$ cat config.mk
export PLATFORM = sky130hd
export DESIGN_NAME = alu_result_logger_flat
export DESIGN_NICKNAME = d
export VERILOG_FILES = /design/src/rtl/alu_result_logger_if.sv /design/src/rtl/alu_result_logger.sv /design/src/flat_wrapper.sv
export SDC_FILE = /design/constraint.sdc
export NUM_CORES = 1
export LEC_CHECK = 0
export ABC_AREA = 1
export CORE_UTILIZATION = 60
export DETAILED_ROUTE_END_ITERATION = 10
export PLACE_DENSITY = 0.78
export RECOVER_POWER = 25
export SYNTH_ARGS = -nofsm -noshare
export SYNTH_HDL_FRONTEND = slang
export SYNTH_SLANG_ARGS = --single-unit
$ cat constraint.sdc
create_clock -name clk -period 6.87 [get_ports clk]
set_clock_uncertainty 0.15 [all_clocks]
set_input_delay 1.7175 -clock clk [delete_from_list [all_inputs] [get_ports clk]]
set_output_delay 1.7175 -clock clk [all_outputs]
set_load 0.005 [all_outputs]
$ cat src/rtl/alu_result_logger_if.sv
// Bundle between the ALU result side, the logger and the byte transmitter.
//   Capture side: cap_valid, in_sel, out_sel, cur_state, final1, final2, result
//   Byte side   : tx_data, tx_valid, tx_ready, tx_last
// Handshake: a byte transfers on a rising edge where tx_valid & tx_ready are
// both 1. Once tx_valid rises, tx_valid, tx_data and tx_last stay constant
// until that transfer happens (only reset may drop them). tx_ready may change
// freely and does not depend on tx_valid.
// modport slave  : the logger (consumes captures, produces bytes)
// modport master : the environment (produces captures, sinks bytes)
interface alu_result_logger_if;
  logic       cap_valid;
  logic [2:0] in_sel;
  logic [6:0] out_sel;
  logic [1:0] cur_state;
  logic [7:0] final1;
  logic [7:0] final2;
  logic [7:0] result;
  logic [7:0] tx_data;
  logic       tx_valid;
  logic       tx_ready;
  logic       tx_last;

  modport slave (
    input  cap_valid, in_sel, out_sel, cur_state, final1, final2, result,
    input  tx_ready,
    output tx_data, tx_valid, tx_last
  );

  modport master (
    output cap_valid, in_sel, out_sel, cur_state, final1, final2, result,
    output tx_ready,
    input  tx_data, tx_valid, tx_last
  );
endinterface

$ cat src/rtl/alu_result_logger.sv
// Captures completed ALU operations into a small FIFO and streams each one as
// a 4-byte record {header, final1, final2, result} over a valid/ready byte port.
// Header: [7:5] op index (3'b111 when out_sel is not one-hot), [4:3] cur_state,
// [2:0] in_sel.
// Ports:
//   clk, rst      clock, synchronous active-high reset
//   on            logger enable (gates new captures only)
//   bus           capture fields and tx byte port (alu_result_logger_if.slave)
//   fifo_count    records queued, not counting the one being sent
//   drop_cnt      saturating count of captures lost to a full FIFO
//   busy          a record is being sent or queued
//   dbg_state_o   current FSM state
module alu_result_logger #(
  parameter int DEPTH  = 4,
  parameter int DROP_W = 8
) (
  input  logic                     clk,
  input  logic                     rst,
  input  logic                     on,
  alu_result_logger_if.slave       bus,
  output logic [$clog2(DEPTH):0]   fifo_count,
  output logic [DROP_W-1:0]        drop_cnt,
  output logic                     busy,
  output logic [2:0]               dbg_state_o
);
  localparam int AW = $clog2(DEPTH);

  typedef enum logic [2:0] {S_IDLE, S_B0, S_B1, S_B2, S_B3} state_t;

  state_t            state_q, state_d;
  logic [31:0]       mem_q [DEPTH];
  logic [AW:0]       wr_ptr_q, rd_ptr_q;
  logic [31:0]       rec_q;
  logic [DROP_W-1:0] drop_q;

  logic [AW:0] count;
  logic        empty, full, hs, pop, cap, push, drop;
  logic [2:0]  op_idx, n_set;
  logic [7:0]  hdr;
  logic        tx_valid_s;

  // Op index of the single set out_sel bit; any other population maps to 7.
  always_comb begin
    op_idx = 3'b111;
    n_set  = 3'd0;
    for (int i = 0; i < 7; i++) begin
      if (bus.out_sel[i]) begin
        n_set  = n_set + 3'd1;
        op_idx = i[2:0];
      end
    end
    if (n_set != 3'd1) op_idx = 3'b111;
  end

  assign hdr   = {op_idx, bus.cur_state, bus.in_sel};
  assign count = wr_ptr_q - rd_ptr_q;
  assign empty = (count == '0);
  assign full  = (count == (AW + 1)'(DEPTH));
  assign hs    = tx_valid_s & bus.tx_ready;
  // Load the tx register from IDLE, or straight from B3 on its final
  // handshake so records go out back-to-back.
  assign pop   = !empty && ((state_q == S_IDLE) || ((state_q == S_B3) && hs));
  assign cap   = on & bus.cap_valid;
  // A full FIFO still accepts a capture when a pop frees a slot on the same edge.
  assign push  = cap & (!full | pop);
  assign drop  = cap & full & !pop;

  // FSM state register
  always_ff @(posedge clk) begin
    if (rst) state_q <= S_IDLE;
    else     state_q <= state_d;
  end

  // FSM next state
  always_comb begin
    state_d = state_q;
    case (state_q)
      S_IDLE:  if (!empty) state_d = S_B0;
      S_B0:    if (hs) state_d = S_B1;
      S_B1:    if (hs) state_d = S_B2;
      S_B2:    if (hs) state_d = S_B3;
      S_B3:    if (hs) state_d = empty ? S_IDLE : S_B0;
      default: state_d = S_IDLE;
    endcase
  end

  // FSM outputs
  always_comb begin
    tx_valid_s  = 1'b0;
    bus.tx_last = 1'b0;
    bus.tx_data = 8'h00;
    case (state_q)
      S_B0: begin tx_valid_s = 1'b1; bus.tx_data = rec_q[31:24]; end
      S_B1: begin tx_valid_s = 1'b1; bus.tx_data = rec_q[23:16]; end
      S_B2: begin tx_valid_s = 1'b1; bus.tx_data = rec_q[15:8];  end
      S_B3: begin tx_valid_s = 1'b1; bus.tx_data = rec_q[7:0]; bus.tx_last = 1'b1; end
      default: ;
    endcase
  end

  assign bus.tx_valid = tx_valid_s;

  // FIFO storage holds data only; validity is tracked by the pointers.
  always_ff @(posedge clk) begin
    if (push) mem_q[wr_ptr_q[AW-1:0]] <= {hdr, bus.final1, bus.final2, bus.result};
  end

  always_ff @(posedge clk) begin
    if (rst) begin
      wr_ptr_q <= '0;
      rd_ptr_q <= '0;
      rec_q    <= '0;
      drop_q   <= '0;
    end else begin
      if (push) wr_ptr_q <= wr_ptr_q + 1'b1;
      if (pop) begin
        rec_q    <= mem_q[rd_ptr_q[AW-1:0]];
        rd_ptr_q <= rd_ptr_q + 1'b1;
      end
      if (drop && (drop_q != '1)) drop_q <= drop_q + 1'b1;
    end
  end

  assign fifo_count  = count;
  assign drop_cnt    = drop_q;
  assign busy        = tx_valid_s | !empty;
  assign dbg_state_o = state_q;
endmodule
$ cat src/flat_wrapper.sv
// flat-port wrapper written by rule: the top's interface ports become plain ports
module alu_result_logger_flat 
#(
  parameter int DEPTH  = 4,
  parameter int DROP_W = 8
)
  (clk, rst, on, fifo_count, drop_cnt, busy, dbg_state_o, bus_cap_valid, bus_in_sel, bus_out_sel, bus_cur_state, bus_final1, bus_final2, bus_result, bus_tx_ready, bus_tx_data, bus_tx_valid, bus_tx_last);
  alu_result_logger_if bus_i ();
  input  logic clk;
  input  logic rst;
  input  logic on;
  output logic [$clog2(DEPTH):0] fifo_count;
  output logic [DROP_W-1:0] drop_cnt;
  output logic busy;
  output logic [2:0] dbg_state_o;
  input wire logic [$bits(bus_i.cap_valid)-1:0] bus_cap_valid;
  input wire logic [$bits(bus_i.in_sel)-1:0] bus_in_sel;
  input wire logic [$bits(bus_i.out_sel)-1:0] bus_out_sel;
  input wire logic [$bits(bus_i.cur_state)-1:0] bus_cur_state;
  input wire logic [$bits(bus_i.final1)-1:0] bus_final1;
  input wire logic [$bits(bus_i.final2)-1:0] bus_final2;
  input wire logic [$bits(bus_i.result)-1:0] bus_result;
  input wire logic [$bits(bus_i.tx_ready)-1:0] bus_tx_ready;
  output wire logic [$bits(bus_i.tx_data)-1:0] bus_tx_data;
  output wire logic [$bits(bus_i.tx_valid)-1:0] bus_tx_valid;
  output wire logic [$bits(bus_i.tx_last)-1:0] bus_tx_last;
  assign bus_i.cap_valid = bus_cap_valid;
  assign bus_i.in_sel = bus_in_sel;
  assign bus_i.out_sel = bus_out_sel;
  assign bus_i.cur_state = bus_cur_state;
  assign bus_i.final1 = bus_final1;
  assign bus_i.final2 = bus_final2;
  assign bus_i.result = bus_result;
  assign bus_i.tx_ready = bus_tx_ready;
  assign bus_tx_data = bus_i.tx_data;
  assign bus_tx_valid = bus_i.tx_valid;
  assign bus_tx_last = bus_i.tx_last;
  alu_result_logger #(.DEPTH(DEPTH), .DROP_W(DROP_W)) u_core (.clk(clk), .rst(rst), .on(on), .bus(bus_i), .fifo_count(fifo_count), .drop_cnt(drop_cnt), .busy(busy), .dbg_state_o(dbg_state_o));
endmodule
==> results.txt <==
- In this run the remaining antenna-violating nets after routing total 0.
- Ranked by total cell area, the synthesized netlist is headed by sky130_fd_sc_hd__edfxtp_1 (51%), sky130_fd_sc_hd__dfxtp_1 (13%), sky130_fd_sc_hd__nor2_1 (9.2%).
* Die Y: 114 um
- Setup total negative slack on the finished layout was measured at 0 ps.
- Final setup fails: 0
- Horizontal extent of the die: 114 um
* Standard-cell row count: 40
* Reg2reg setup slack: 3350 ps
* Count of nets after finishing: 838
- Clock tree synthesis inserted a total of 17 buffers.
- The first detailed-routing pass ran for 5 iterations.
- The mapped netlist covers 7550 sq um.
- Dividing the detail-routed wire length by the instance count gives 15.9 um.
* Clock Root Buffer: sky130_fd_sc_hd__clkbuf_16
* Kind of launch point of the worst setup path: primary input
- Global routing used 24.7% of the available tracks.
* Distinct cells, synth: 30
- Power per standard cell area: 372 nW/um^2
* Synth Area per Inst: 10.4 sq um
- Vias/cell: 5.72
* Post-synth EDFFs: 128
- Utilization of the core after routing: 73.0%
- Register clock-pin slew on the reported worst setup and hold paths: 60 ps
- Post-CTS setup buffer count: 0
- Once the floorplan was initialized, standard cells occupied 62.1% of the core.
* Leakage: 0.00325 uW
- The final critical path takes up 77.7% of the cycle.
- The worst setup path is of the in -> reg kind.
* Top_reg_cell synth: sky130_fd_sc_hd__edfxtp_1
- Standard cell area after detailed placement: 8300 sq um
- Signal arrival time at the worst endpoint: 5320 ps
- Compared with the post-synthesis result, the final layout area differs by 17.6%.
- Max-cap violations in this run came to 0.
* Final Routed Wirelength: 15300 um
* Global-route wire length before repair: 24500 um
* Number of global-route vias before repair: 5170
- Post-synth top area share: 50.9%
- Element type at the critical path end: flop
- Worst slack at placement: 1100 ps
* Number of clock sinks: 177
* Final weighted congestion in routability-driven placement: 0.879
- Net count of the mapped netlist: 781
* Yosys warning total: 0
- Half-perimeter wire length after detailed placement: 9810 um
- Slew @ Worst Pin: 941 ps
- Hold violation count in the final report: 0
* Largest fanout on the critical path: 4
- Number of standard cells after synthesis: 725
- For this run, asynchronously set or reset flops after synthesis account for 0%.
- Vias after detailed routing: 5504
* DR DRC count: 0
* Iteration-0 DRC Markers: 479
- The number of max-slew violations in the final report was 0.
- In the synthesized netlist, the cells that appear most often are sky130_fd_sc_hd__nor2_1 (185), sky130_fd_sc_hd__edfxtp_1 (128), sky130_fd_sc_hd__nand2_1 (84), sky130_fd_sc_hd__o21ai_0 (50), sky130_fd_sc_hd__dfxtp_1 (49).
* Total gr overflow: 0
- CTS H-Tree Depth: 4
* CORE AREA: 12200 sq um
- Min cycle time layout: 5340 ps
* Count of inserted antenna diode cells: 0
- Hold/Removal Path Class: reg -> reg
- Timing would allow up to 187 MHz.
- The most common cell in the synthesized netlist is sky130_fd_sc_hd__nor2_1.
- Number of buffers between clock root and the deepest sink: 2
* Number of storage elements in the synthesis netlist: 177
- Setup repair after global routing left no endpoint under its margin.
- The initial antenna violation count is 0.
- Sequential element share of the synthesized area: 63.9%
- TritonCTS built the clock tree.
- Port buffering added 65 buffers.
- Post-route standard cell area excluding fillers: 8880 sq um
* Worst path required time: 6850 ps
* Number of primary I/O pins: 66
- Of the cells placed in the final design, the portion with a size suffix greater than 1 is 6.04%.
- Top cell type by total area after synthesis: sky130_fd_sc_hd__edfxtp_1
- The worst pin sits at a relative slew slack of 37.2%.
- Skew-Pair Late Insertion Delay: 420 ps
- The floorplan step defined a die boundary enclosing 13000 sq um.
- Post-cts repair resize count: 0
* Run status: complete, no violations
- Once routing completed, OpenROAD measured the worst setup slack at 1530 ps.
- In this run, post-CTS hold repair placed 0 buffers.
* Maximum number of pins on one net before global-route repair: 68
- Maximum vdd ir drop: 0.000197 V
-- metal layers --
layer  wire [um]  GRT usage, %  share of wire, %
met3         821          5.82               5.4
met5           0             0                 0
met2        7790          43.0                51
met4         284          9.70               1.9
met1        6400          29.9                42
-- through the flow --
step                power, uW  hold WS, ps  std cells
floorplan                2120          304        725
global route             3490          356        963
CTS                      3310          339        963
finish                   3300          336        963
detailed placement       2380          325        931
global placement         2330          319        931
-- sequential cells by signal (all words and copies together) (netlist names) --
name,flops
u_core.dbg_state_o,3
u_core.drop_cnt,8
u_core.mem_q,128
u_core.rd_ptr_q,3
u_core.rec_q,32
u_core.wr_ptr_q,3
-- cells by family (layout without fill, tap and decap cells) --
group | after synthesis | after routing | synth area share [%]
AND/OR/NAND/NOR | 329 | 329 | 17.9
flip-flops | 177 | 177 | 63.9
AO/OA/AOI/OAI | 119 | 119 | 9.56
buffers and inverters | 72 | 142 | 4.31
adder cells (fa/ha/maj) | 15 | 15 | 2.58
XOR/XNOR | 13 | 13 | 1.71
-- report_power, final --
group          total, uW  internal, uW  switching (uW)
Clock                940           567             374
Sequential          1330          1270            60.8
Combinational       1030           359             668
Total               3300          2200            1100
-- worst max-delay path: stages --
cell                              delay (ps)
sky130_fd_sc_hd__clkdlybuf4s50_1         510
sky130_fd_sc_hd__inv_1                    60
sky130_fd_sc_hd__ha_1                    340
sky130_fd_sc_hd__inv_1                   100
sky130_fd_sc_hd__nand2_1                  80
sky130_fd_sc_hd__nand2_1                  90
sky130_fd_sc_hd__inv_1                    50
sky130_fd_sc_hd__ha_1                    260
sky130_fd_sc_hd__nand2_1                  90
sky130_fd_sc_hd__nand2_1                  60
sky130_fd_sc_hd__ha_1                    260
sky130_fd_sc_hd__or2_2                   310
sky130_fd_sc_hd__nand2_1                  90
sky130_fd_sc_hd__inv_1                    40
sky130_fd_sc_hd__ha_1                    260
sky130_fd_sc_hd__nand2_1                  80
sky130_fd_sc_hd__nand2_1                  60
sky130_fd_sc_hd__ha_1                    260
sky130_fd_sc_hd__or2_2                   290
sky130_fd_sc_hd__nand2_1                 120
sky130_fd_sc_hd__nand4_1                 170
-- cells in the final DEF (no fill, tap or decap), types with 3 or more instances in the layout --
cell type                         instances
sky130_fd_sc_hd__nor2_1                 181
sky130_fd_sc_hd__edfxtp_1               128
sky130_fd_sc_hd__nand2_1                 84
sky130_fd_sc_hd__o21ai_0                 50
sky130_fd_sc_hd__dfxtp_1                 47
sky130_fd_sc_hd__clkdlybuf4s50_1         44
sky130_fd_sc_hd__inv_1                   34
sky130_fd_sc_hd__o32ai_1                 32
sky130_fd_sc_hd__nand3_1                 31
sky130_fd_sc_hd__nand4_1                 22
sky130_fd_sc_hd__dlygate4sd3_1           21
sky130_fd_sc_hd__o21ai_1                 19
sky130_fd_sc_hd__clkbuf_16               17
sky130_fd_sc_hd__a21oi_1                 15
sky130_fd_sc_hd__ha_1                    14
sky130_fd_sc_hd__xor2_1                   8
sky130_fd_sc_hd__buf_4                    7
sky130_fd_sc_hd__clkinv_1                 6
sky130_fd_sc_hd__nor2_2                   5
sky130_fd_sc_hd__clkinv_4                 3
sky130_fd_sc_hd__xnor2_1                  3
sky130_fd_sc_hd__bufinv_16                3
sky130_fd_sc_hd__clkbuf_1                 3
sky130_fd_sc_hd__clkinv_2                 3
-- path summary, 6_finish.rpt --
path,start,end,cells past startpoint
setup reg to reg,u_core.wr_ptr_q[0]$_SDFFE_PP0N_,u_core.mem_q[2][28]$_DFFE_PP_,8
hold reg to reg,u_core.rec_q[23]$_SDFFE_PP0P_,u_core.rec_q[23]$_SDFFE_PP0P_,2
setup / recovery,bus_out_sel[0],u_core.mem_q[0][30]$_DFFE_PP_,21
hold / removal,u_core.rec_q[23]$_SDFFE_PP0P_,u_core.rec_q[23]$_SDFFE_PP0P_,2
-- layout make-up --
class | instances | area (sq um)
multi-input cells | 476 | 2410
clock buffers | 20 | 437
fillers | 855 | 3280
inverters | 38 | 148
flip-flops and latches | 177 | 4830
clock inverters | 12 | 141
well taps | 168 | 210
repair buffers | 72 | 703
Note: power is estimated with default switching activity, not from simulation.
